===== config.mk =====
export PLATFORM = sky130hd
export DESIGN_NAME = if_fetch
export DESIGN_NICKNAME = d
export VERILOG_FILES = /design/src/rtl/if_fetch.sv
export SDC_FILE = /design/constraint.sdc
export NUM_CORES = 1
export LEC_CHECK = 0
export ABC_CLOCK_PERIOD_IN_PS = 3100
export CAP_MARGIN = 20
export CORE_MARGIN = 5
export CORE_UTILIZATION = 45
export CTS_CLUSTER_SIZE = 14
export DETAILED_ROUTE_END_ITERATION = 12
export GPL_ROUTABILITY_DRIVEN = 1
export PLACE_DENSITY_LB_ADDON = 0.05
export SLEW_MARGIN = 20
export SYNTH_ARGS = -nofsm -noshare
export SYNTH_HDL_FRONTEND = slang
export SYNTH_SLANG_ARGS = --single-unit

===== constraint.sdc =====
create_clock -name clk -period 3.1 [get_ports clk]
set_clock_uncertainty 0.15 [all_clocks]
set_input_delay 0.465 -clock clk [delete_from_list [all_inputs] [get_ports clk]]
set_output_delay 0.465 -clock clk [all_outputs]
set_load 0.05 [all_outputs]

===== src/rtl/if_fetch.sv =====
// IF-stage fetch unit: owns the PC, drives the instruction-memory req/ack port and presents
// fetched instructions to the IF/ID register, honouring stalls, delayed branches and flushes.
module if_fetch #(
  parameter logic [31:0] RESET_PC = 32'h0000_0000
) (
  input  logic        clk,
  input  logic        rst,
  input  logic [5:0]  stall,
  input  logic        branch_flag,
  input  logic [31:0] branch_target,
  input  logic        flush,
  input  logic [31:0] new_pc,
  output logic        imem_req,
  output logic [31:0] imem_addr,
  input  logic        imem_ack,
  input  logic [31:0] imem_rdata,
  output logic [31:0] if_pc,
  output logic [31:0] if_inst,
  output logic        stallreq_if
);

  typedef enum logic [1:0] {StIdle, StReq, StHold, StDiscard} state_e;

  state_e      state_q, state_d;
  logic [31:0] pc_q, pc_d;
  logic [31:0] buf_q, buf_d;
  logic [31:0] tgt_q, tgt_d;

  logic        ack_data;
  logic        present;
  logic        consume;
  logic [31:0] next_pc;

  assign ack_data = (state_q == StReq) && imem_ack;
  assign present  = !flush && (ack_data || (state_q == StHold));
  assign consume  = present && !stall[1];
  assign next_pc  = branch_flag ? branch_target : pc_q + 32'd4;

  // Request is gated by rst so an outstanding fetch is dropped immediately.
  assign imem_req    = !rst && ((state_q == StReq) || (state_q == StDiscard));
  assign imem_addr   = pc_q;
  assign if_pc       = pc_q;
  assign if_inst     = !present ? 32'h0 : ((state_q == StHold) ? buf_q : imem_rdata);
  assign stallreq_if = !flush && !present;

  always_comb begin
    state_d = state_q;
    pc_d    = pc_q;
    buf_d   = buf_q;
    tgt_d   = tgt_q;
    if (flush) begin
      // A request still in flight must complete before the redirect can be issued.
      if (((state_q == StReq) || (state_q == StDiscard)) && !imem_ack) begin
        tgt_d   = new_pc;
        state_d = StDiscard;
      end else begin
        pc_d    = new_pc;
        state_d = StReq;
      end
    end else begin
      unique case (state_q)
        StIdle: state_d = StReq;
        StReq: begin
          if (imem_ack) begin
            if (consume) begin
              pc_d = next_pc;
            end else begin
              buf_d   = imem_rdata;
              state_d = StHold;
            end
          end
        end
        StHold: begin
          if (consume) begin
            pc_d    = next_pc;
            state_d = StReq;
          end
        end
        StDiscard: begin
          if (imem_ack) begin
            pc_d    = tgt_q;
            state_d = StReq;
          end
        end
        default: state_d = StIdle;
      endcase
    end
  end

  always_ff @(posedge clk) begin
    if (rst) begin
      state_q <= StIdle;
      pc_q    <= RESET_PC;
      buf_q   <= 32'h0;
      tgt_q   <= 32'h0;
    end else begin
      state_q <= state_d;
      pc_q    <= pc_d;
      buf_q   <= buf_d;
      tgt_q   <= tgt_d;
    end
  end

endmodule


; ---- Yosys cells after proc, flatten, opt, wreduce, memory -nomap -nowiden
; Index checks and enable logic that the tools add are counted.
[totals]
out_inout_bits = 98
input_bits = 107
elab_cells = 50
regBits = 98
[classes]
eq_ne = 8
reduce_logical = 19
muxes = 16
addsub = 1
n_bitwise = 2
[ops]
columns = op, count
row1 = $mux W32, 8
row2 = $pmux W32 S3, 1
row3 = $add A32 B3 Y32 const B, 1
row4 = $mux W2, 6
row5 = $ne A3 B3 Y1 const B, 4
row6 = $reduce_and A4 Y1, 3
row7 = $pmux W2 S4, 1
row8 = $logic_and A1 B1 Y1, 6
row9 = $logic_not A1 Y1, 5
row10 = $eq A2 B2 Y1 const B, 2
row11 = $reduce_bool A4 Y1, 1
row12 = $eq A2 B1 Y1 const B, 1
row13 = $logic_not A2 Y1, 1
row14 = $logic_or A1 B1 Y1, 2
row15 = $ne A2 B2 Y1 const B, 1
row16 = $not A1 Y1, 2
row17 = $reduce_and A2 Y1, 1

; ---- Depth between registers and ports, before layout
; Gate-level depths: netlist of run 1.
[depth]
ltp_word = 9
ltp_mapped = 9
mapped_depth_nobuf = 6

; ---- Least setup slack after synthesis of run 1
; OpenSTA, ideal clock, no wires.
[synth_path]
kind = in2out
start = input imem_ack
end = output if_inst[10]
path_stages = 6
arrival_ps = 2035
required_ps = 2485
slack_ps = 450
n_path_buf = 2
path_cell_list = nor2b_1 > a21oi_1 > or2_2 > clkbuf_1 > buf_2 > a21oi_1
[synth_via]
elab_chain_cells = 4
[synth_rtl]
columns = element, line
row1 = start: declaration, 15  ; input logic imem_ack,
row2 = $logic_and A1 B1 Y1, 34  ; assign ack_data = (state_q == StReq) && imem_ack;
row3 = $logic_or A1 B1 Y1, 35  ; assign present = !flush && (ack_data || (state_q == StHold));
row4 = $logic_and A1 B1 Y1, 35
row5 = $mux W32, 43  ; assign if_inst = !present ? 32'h0 : ((state_q == StHold) ? buf_q : imem_rdata);
row6 = end: declaration, 18  ; output logic [31:0] if_inst,
; No other way between the ends.

; ---- Worst setup path after layout of run 1
[layout_path]
start = input imem_ack
end = output if_inst[15]
; The elaborated chain is that of the path after synthesis.

==> results.toml, run 1 <==
[timing]
worstMarginPinSlew_ps = 611.0
hold_viol = 0
fin_crit_ps = 2848
rsz0062_at_grt = "false"
fin_crit_sh = 0.9186
clock.fmax_mhz = 351.1
final.setup.tns_ps = 0
max_slew_margin = 0.5927
slew_violations = 0
setup_viol = 0

[routing]
first_iter_violations = 590
drc_errors = 0
first_pass_iters = 6
viasPerCell = 5.833
ant_nets = 0
wl_per_cell_um = 18.14
wirelength_um = 21260
vias = 6836

[logic_synthesis]
synthArstFlopShare = 0
synth_edf_count = 0
synth_area_leaders = "dfxtp_1 (33%), nand2_1 (15%), a21oi_1 (10%), buf_4 (4.5%), o21ai_0 (3.3%)"
yosysUniqueCellTypes = 73
synth_fp_nets = 962
synth.top_cell.area_share = 0.3277
synth_top_cell_by_area = "dfxtp_1"
yosysSeqAreaShare = 0.3277
avgSynthCellArea_sq_um = 7.011
syn_inst = 854
yosys_warnings = 0
ys_seq_elements = 98
synth_area_sq_um = 5987
synth_flop_cell = "dfxtp_1"

[grt]
grt-ovfl-total = 0
antenna_found_initial = 0
first_global_vias = 6607
grt_max_degree = 58
track_usage = 0.2623
grt_pass1_wl_um = 34070

[floorplan]
die-area_sq_um = 15710
start_util = 0.4557
fp-row-count = 42
core_sq_um = 13140
die_h_um = 125.3
ios = 205
fp.dieW_um = 125.3

[power]
p_comb_frac = 0.297
internal-power_mw = 2.373
p_seq_frac = 0.390
powerDensity_nw_per_um2 = 426.7
power_frac_clock = 0.314
vdd_drop_max_uv = 330.7
finalPower_mw = 3.611
p_sw_frac = 0.3428
p_leak_nw = 3.037
p_sw_mw = 1.238

[cts]
clk_pin_slew_ps = 60
cts_buffers = 9
cts-htree-levels = 3
ctsRootBufferMaster = "clkbuf_16"
clk_latency_ps = 350
hold_buffers = 0
cts.path.max_buffers = 2
cts_tree = "done"
clock-sinks = 98

[setup_path]
rr_worst_depth = 7
worstPathMaxFanout = 32
r2r_slack_ps = 680
reg2reg_from = "state_q[0]"
r2r-end = "if_pc[17]"
cp.required_ps = 2480
path_class = "in -> out"
critPathArrivalTime_ps = 2230
worstSetupEndpointType = "output port"
critPathLaunchType = "primary input"

[finish]
area_growth_pct = 41.34
diodes = 0
drive_above_1_share = 0.1044
layoutNonFillerInstCount = 1172
nets = 1099

[place]
dp_hpwl_um = 15230
dp.cells = 1156
gp_congestion = 0.8860
port-buffer-count = 199

[status]
outcome = "finished, final reports clean"

[hold_path]
min_from = "buf_q[21]"
hold-path-endpoint = "buf_q[21]"
hold_depth = 2
min_path_type = "reg -> reg"

[job]
maxCapViolations = 0
## per-layer routing
layer	up-vias	wire length [um]	global-route usage
met5	-	0	0
met4	0	448	0.08992
met3	40	1692	0.05075
met2	320	10190	0.4366
met1	3243	8933	0.3416
li1	3233	-	-
## cell usage in the layout (no fill, tap or decap), drive strengths merged, types with 6 or more instances in the layout
master / synthesis / layout
buf: 66 / 61
nor4: 13 / 13
dfxtp: 98 / 98
inv: 8 / 8
o211ai: 7 / 7
and2: 8 / 8
o21ai: 41 / 41
and3: 21 / 21
nand4: 6 / 6
clkbuf: 34 / 12
clkdlybuf4s50: 0 / 165
a31oi: 14 / 14
nor2: 31 / 31
nand3: 23 / 23
nand2: 237 / 237
a211oi: 11 / 11
a21oi: 124 / 124
nand2b: 10 / 10
nor3: 18 / 18
## power by group through the flow
stage	clock (mW)	combinational [mW]	sequential [mW]
2_1_floorplan	0	0.539	1.54
3_3_place_gp	0	1.05	1.43
3_5_place_dp	0	1.06	1.43
4_1_cts	1.15	1.07	1.41
5_1_grt	1.20	1.13	1.42
6_report	1.13	1.07	1.41
## worst max-delay path by stage
stage,slack (ps),endpoint,start
global route,100,if_inst[15],imem_ack
CTS,50,if_inst[15],imem_ack
detailed placement,60,if_inst[15],imem_ack
global placement,190,if_inst[25],imem_ack
floorplan,450,if_inst[10],imem_ack
finish,250,if_inst[15],imem_ack
## layout make-up
class	instances	area, sq um
Fill cell	1167	4676
Timing Repair Buffer	226	2520
Inverter	9	33.78
Multi-Input combinational cell	647	3437
Clock buffer	12	236.5
Sequential cell	98	1962
Clock inverter	4	52.55
Tap cell	176	220.2
## flip-flops by register name (all words and copies together) (netlist names)
| signal | flops |
|---|---|
| buf_q | 32 |
| if_pc | 32 |
| tgt_q | 32 |
| state_q | 2 |
## critical path: stages
cell and delay [ps]:
clkdlybuf4s50_1 510, nor2b_1 190, a21oi_1 170, or2_4 400, a21oi_1 300, buf_12 180
## what timing repair did
action	in CTS	in global routing
gates resized for setup	0	1
buffers inserted	0	0
setup endpoints to repair	0	32
## cell usage after synthesis (all sizes together), types with 5 or more instances
cell type  number
nand3          23
o311ai          5
a21oi         124
o2111ai         5
nor2           31
o21ai          41
inv             8
a211oi         11
nor4           13
and2            8
and3           21
nand2b         10
a31oi          14
o221ai          5
nor3           18
dfxtp          98
buf            66
nand4           6
clkbuf         34
nand2         237
o211ai          7
## stage by stage
stage | hold WS, ps | area [sq um] | worst slack [ps] | util
detailed placement | 296.0 | 8169 | 57.32 | 0.6218
floorplan | 281.9 | 5987 | 449.9 | -
global placement | 289.8 | 8169 | 194.2 | 0.6218
finish | 304.3 | 8462 | 252.2 | 0.6441
global route | 316.6 | 8462 | 101.6 | 0.6441
CTS | 304.8 | 8458 | 46.97 | 0.6438
## cells by family after synthesis
kind of cell,after synthesis,synth area share
AO/OA/AOI/OAI,246,0.2518
flip-flops,98,0.3277
adder cells (fa/ha/maj),1,0.002090
multiplexers,2,0.003344
AND/OR/NAND/NOR,390,0.3041
XOR/XNOR,8,0.01170
buffers and inverters,109,0.09927
(Power assumes the default switching activity.)
==> run 2, diff against run 1 <==
--- a/config.mk
+++ b/config.mk
@@ -7,6 +7,7 @@
 export LEC_CHECK = 0
 export ABC_CLOCK_PERIOD_IN_PS = 3100
 export CAP_MARGIN = 20
+export CORE_ASPECT_RATIO = 0.9
 export CORE_MARGIN = 5
 export CORE_UTILIZATION = 45
 export CTS_CLUSTER_SIZE = 14
==> run 2 against run 1 <==
Largest cell class unchanged. Clock power grew 18%. Setup slack gained 47 ps. Utilization shrank 0.10 points. Hold slack gained 1.6 ps. Critical path depth is the same. Global-route usage shrank 0.36 points.
==> results.toml, run 2 (same netlist as run 1, synthesis figures left out) <==
[timing]
slew_violations = 0
max_slew_margin = 0.4182
final.setup.tns_ps = 0
hold_viol = 0
rsz0062_at_grt = "false"
fin_crit_sh = 0.9034
clock.fmax_mhz = 357.1
worstMarginPinSlew_ps = 871.7
fin_crit_ps = 2800
setup_viol = 0

[grt]
antenna_found_initial = 0
grt_max_degree = 52
track_usage = 0.2587
grt-ovfl-total = 0
first_global_vias = 6424
grt_pass1_wl_um = 33400

[place]
gp_congestion = 0.8663
port-buffer-count = 199
dp_hpwl_um = 15450
dp.cells = 1148

[floorplan]
core_sq_um = 13210
die_h_um = 119.4
start_util = 0.4531
fp.dieW_um = 131.6
fp-row-count = 40
ios = 205
die-area_sq_um = 15710

[routing]
wl_per_cell_um = 18.59
drc_errors = 0
vias = 6945
viasPerCell = 5.966
first_pass_iters = 6
ant_nets = 0
first_iter_violations = 650
wirelength_um = 21640

[power]
p_sw_frac = 0.3292
internal-power_mw = 2.557
vdd_drop_max_uv = 366.2
p_sw_mw = 1.255
power_frac_clock = 0.349
p_leak_nw = 3.068
p_comb_frac = 0.282
powerDensity_nw_per_um2 = 448.6
finalPower_mw = 3.811
p_seq_frac = 0.370

[setup_path]
slowest_delay_ps = 520
worstPathCellList = "clkdlybuf4s50_1 -> nor2b_1 -> a21oi_1 -> or2_4 -> a21oi_1 -> buf_12"
worstPathMaxFanout = 32
critPathArrivalTime_ps = 2190
rr_worst_depth = 6
cpMostUsedCell = "a21oi_1"
r2r_slack_ps = 590
cp.required_ps = 2480
path_class = "in -> out"
critPathLaunchType = "primary input"
worstSetupEndpointType = "output port"
critPathSlowestCell = "clkdlybuf4s50_1"

[finish]
final_common_cell = "nand2_1"
area_growth_pct = 41.92
drive_above_1_share = 0.1074
final_cell_mix = "nand2_1 (236), clkdlybuf4s50_1 (164), a21oi_1 (123), dfxtp_1 (98), o21ai_0 (39)"
diodes = 0
nets = 1099
layoutNonFillerInstCount = 1164

[cts]
cts-resized-gates = 0
cts_tree = "done"
clk_pin_slew_ps = 70
cts-htree-levels = 3
cts_setup_buffers = 0
cts_buffers = 9
clock-sinks = 98
clk_latency_ps = 360
ctsRootBufferMaster = "clkbuf_16"
hold_buffers = 0
cts.path.max_buffers = 2

[hold_path]
min_path_type = "reg -> reg"
hold_depth = 2

[status]
outcome = "finished, final reports clean"

[job]
maxCapViolations = 0
-- run 2: worst paths after layout --
kind	startpoint	end
min	tgt_q[22]	tgt_q[22]
max reg2reg	state_q[0]	if_pc[13]
min reg2reg	tgt_q[22]	tgt_q[22]
max	imem_ack	if_inst[29]
-- run 2: layout make-up --
class                   instances  area, sq um
flip-flops and latches         98         1962
multi-input cells             647         3436
repair buffers                226         2502
clock inverters                 6        113.9
clock buffers                  10        239.0
fillers                      1175         4716
well taps                     168        210.2
inverters                       9        33.78
-- run 2: layer usage --
metal / track usage / up-vias / wire length, um
met4: 0.06812 / 0 / 390
li1: - / 3239 / -
met3: 0.06039 / 37 / 1931
met2: 0.4131 / 394 / 10080
met5: 0 / - / 0
met1: 0.3521 / 3275 / 9243
-- run 2: power by group through the flow --
| stage | clock network (mW) | logic [mW] | registers (mW) |
|---|---|---|---|
| 3_3_place_gp | 0 | 1.05 | 1.43 |
| 2_1_floorplan | 0 | 0.539 | 1.54 |
| 4_1_cts | 1.34 | 1.07 | 1.41 |
| 6_report | 1.33 | 1.07 | 1.41 |
| 5_1_grt | 1.39 | 1.13 | 1.42 |
| 3_5_place_dp | 0 | 1.06 | 1.44 |
-- run 2: critical path: cells and delay by family --
kind                   cells  cell delay (ps)
buffers and inverters      2              700
AND/OR/NAND/NOR            2              580
AO/OA/AOI/OAI              2              430
-- run 2: through the flow --
stage | utilization | hold WS [ps] | instance area, sq um | setup slack [ps]
3_5_place_dp | 0.6162 | 296.9 | 8142 | 112.2
3_3_place_gp | 0.6162 | 288.2 | 8142 | 194.3
2_1_floorplan | - | 281.9 | 5987 | 449.9
4_1_cts | 0.6429 | 306.2 | 8494 | 109.4
5_1_grt | 0.6431 | 324.3 | 8497 | 194.4
6_report | 0.6431 | 306.0 | 8497 | 299.5
==> run 3, diff against run 2 <==
--- a/config.mk
+++ b/config.mk
@@ -9,7 +9,7 @@
 export CAP_MARGIN = 20
 export CORE_ASPECT_RATIO = 0.9
 export CORE_MARGIN = 5
-export CORE_UTILIZATION = 45
+export CORE_UTILIZATION = 50
 export CTS_CLUSTER_SIZE = 14
 export DETAILED_ROUTE_END_ITERATION = 12
 export GPL_ROUTABILITY_DRIVEN = 1
==> run 3 against run 2 <==
Count of clock-buffer cells in the layout unchanged. Critical path type unchanged. Sequential cell count did not move. Non-clock buffer count grew 4. Setup slack got worse by 140 ps. Combinational power about the same. Global-route usage is 3.0 points higher. First-iteration DRC count up 18%. Hold slack improved by 0.59 ps. Utilization grew 7.5 points. Power is 1.4% higher. Register-to-register slack improved by 180 ps.
==> results.toml, run 3 (same netlist as run 1, synthesis figures left out) <==
[timing]
hold_ws_ps = 306.5
final.setup.tns_ps = 0
fin_crit_ps = 2936
clock.fmax_mhz = 340.6
slew_violations = 0
hold_viol = 0
max_slew_margin = 0.5107
worstMarginPinSlew_ps = 733.2
fin_crit_sh = 0.9470
setup_viol = 0
rsz0062_at_grt = "false"

[place]
port-buffer-count = 199
placed_area_sq_um = 8167
dp_hpwl_um = 15030
gp_congestion = 0.9234

[finish]
area_growth_pct = 42.61
multi_input_area_sq_um = 3438
seqCellArea_sq_um = 1962
drive_above_1_share = 0.1110
final_cell_mix = "nand2_1 (236), clkdlybuf4s50_1 (165), a21oi_1 (122), dfxtp_1 (98), o21ai_0 (39)"
fill_cells = 963
nets = 1103
design_area_sq_um = 8538
final_common_cell = "nand2_1"
diodes = 0

[setup_path]
reg2reg_from = "state_q[0]"
rr_worst_depth = 6
r2r_slack_ps = 770
path_class = "in -> out"
cp.required_ps = 2480
worstPathMaxFanout = 32
worstSetupEndpointType = "output port"
r2r-end = "if_pc[23]"
critPathLaunchType = "primary input"
critPathArrivalTime_ps = 2320

[routing]
viasPerCell = 5.972
drc_errors = 0
vias = 6927
wirelength_um = 21090
first_iter_violations = 767
ant_nets = 0
wl_per_cell_um = 18.18
first_pass_iters = 6

[floorplan]
die-area_sq_um = 14270
core_sq_um = 11890
fp.dieW_um = 125.3
die_h_um = 113.8
ios = 205
fp-row-count = 38
start_util = 0.5037

[cts]
cts-resized-gates = 0
clk_latency_ps = 360
hold_buffers = 0
cts_tree = "done"
clock-sinks = 98
clk_pin_slew_ps = 70
cts_setup_buffers = 0
cts-htree-levels = 3
cts_buffers = 9
cts.path.max_buffers = 2
ctsRootBufferMaster = "clkbuf_16"

[grt]
grt_max_degree = 65
first_global_vias = 6726
antenna_found_initial = 0
grt-ovfl-total = 0
grt_pass1_wl_um = 33700
track_usage = 0.2884

[hold_path]
min_path_type = "reg -> reg"
hold-path-endpoint = "tgt_q[25]"
hold_depth = 2
min_from = "tgt_q[25]"

[power]
finalPower_mw = 3.865
p_leak_nw = 3.098
vdd_drop_max_uv = 334.1
powerDensity_nw_per_um2 = 452.7

[job]
maxCapViolations = 0

[status]
outcome = "finished, final reports clean"
run 3: changes by cell type in the layout (fill, tap and decap cells not counted), sizes merged:
cell           change
clkdlybuf4s50      +1
inv                +1
buf                +3
clkinvlp           -2
bufinv             +1
run 3: final cells by class:
cell class	instances	area share
sequential	98	0.2298
clock inverter	6	0.01612
timing repair buffer	230	0.2972
clock buffer	10	0.02682
tap	160	0.02345
inverter	9	0.003957
multi-input combinational	647	0.4027
run 3: metal layers:
layer / GRT usage / vias up / wire (um)
met5: 0 / - / 0
met4: 0.1243 / 0 / 555
met3: 0.05805 / 58 / 2045
met2: 0.4636 / 415 / 9703
met1: 0.3791 / 3214 / 8783
li1: - / 3240 / -
run 3: how the worst max path moves through the flow:
stage                     startpoint           to  depth (start not counted)
final                       imem_ack   if_inst[1]                          6
after global routing        imem_ack  if_inst[29]                          6
after CTS                   imem_ack  if_inst[13]                          6
after detailed placement    imem_ack  if_inst[13]                          6
after global placement      imem_ack  if_inst[20]                          6
after floorplan             imem_ack  if_inst[10]                          6
run 3: stage by stage:
step           instances  setup WS [ps]  utilization
2_1_floorplan        854          449.9            -
3_3_place_gp        1144          216.7       0.6871
3_5_place_dp        1144          165.3       0.6871
4_1_cts             1160          156.4       0.7179
5_1_grt             1160          6.576       0.7183
6_report            1160          164.3       0.7183
run 3: report_power, final:
| part | internal [mW] | total [mW] | switching, mW |
|---|---|---|---|
| Combinational | 0.428 | 1.08 | 0.650 |
| Clock | 0.875 | 1.38 | 0.505 |
| Sequential | 1.32 | 1.41 | 0.0873 |
run 3: worst max-delay path, cell delays in order:
cell	delay [ps]
clkdlybuf4s50_1	510
nor2b_1	180
a21oi_1	100
or2_2	550
a21oi_1	330
buf_12	180
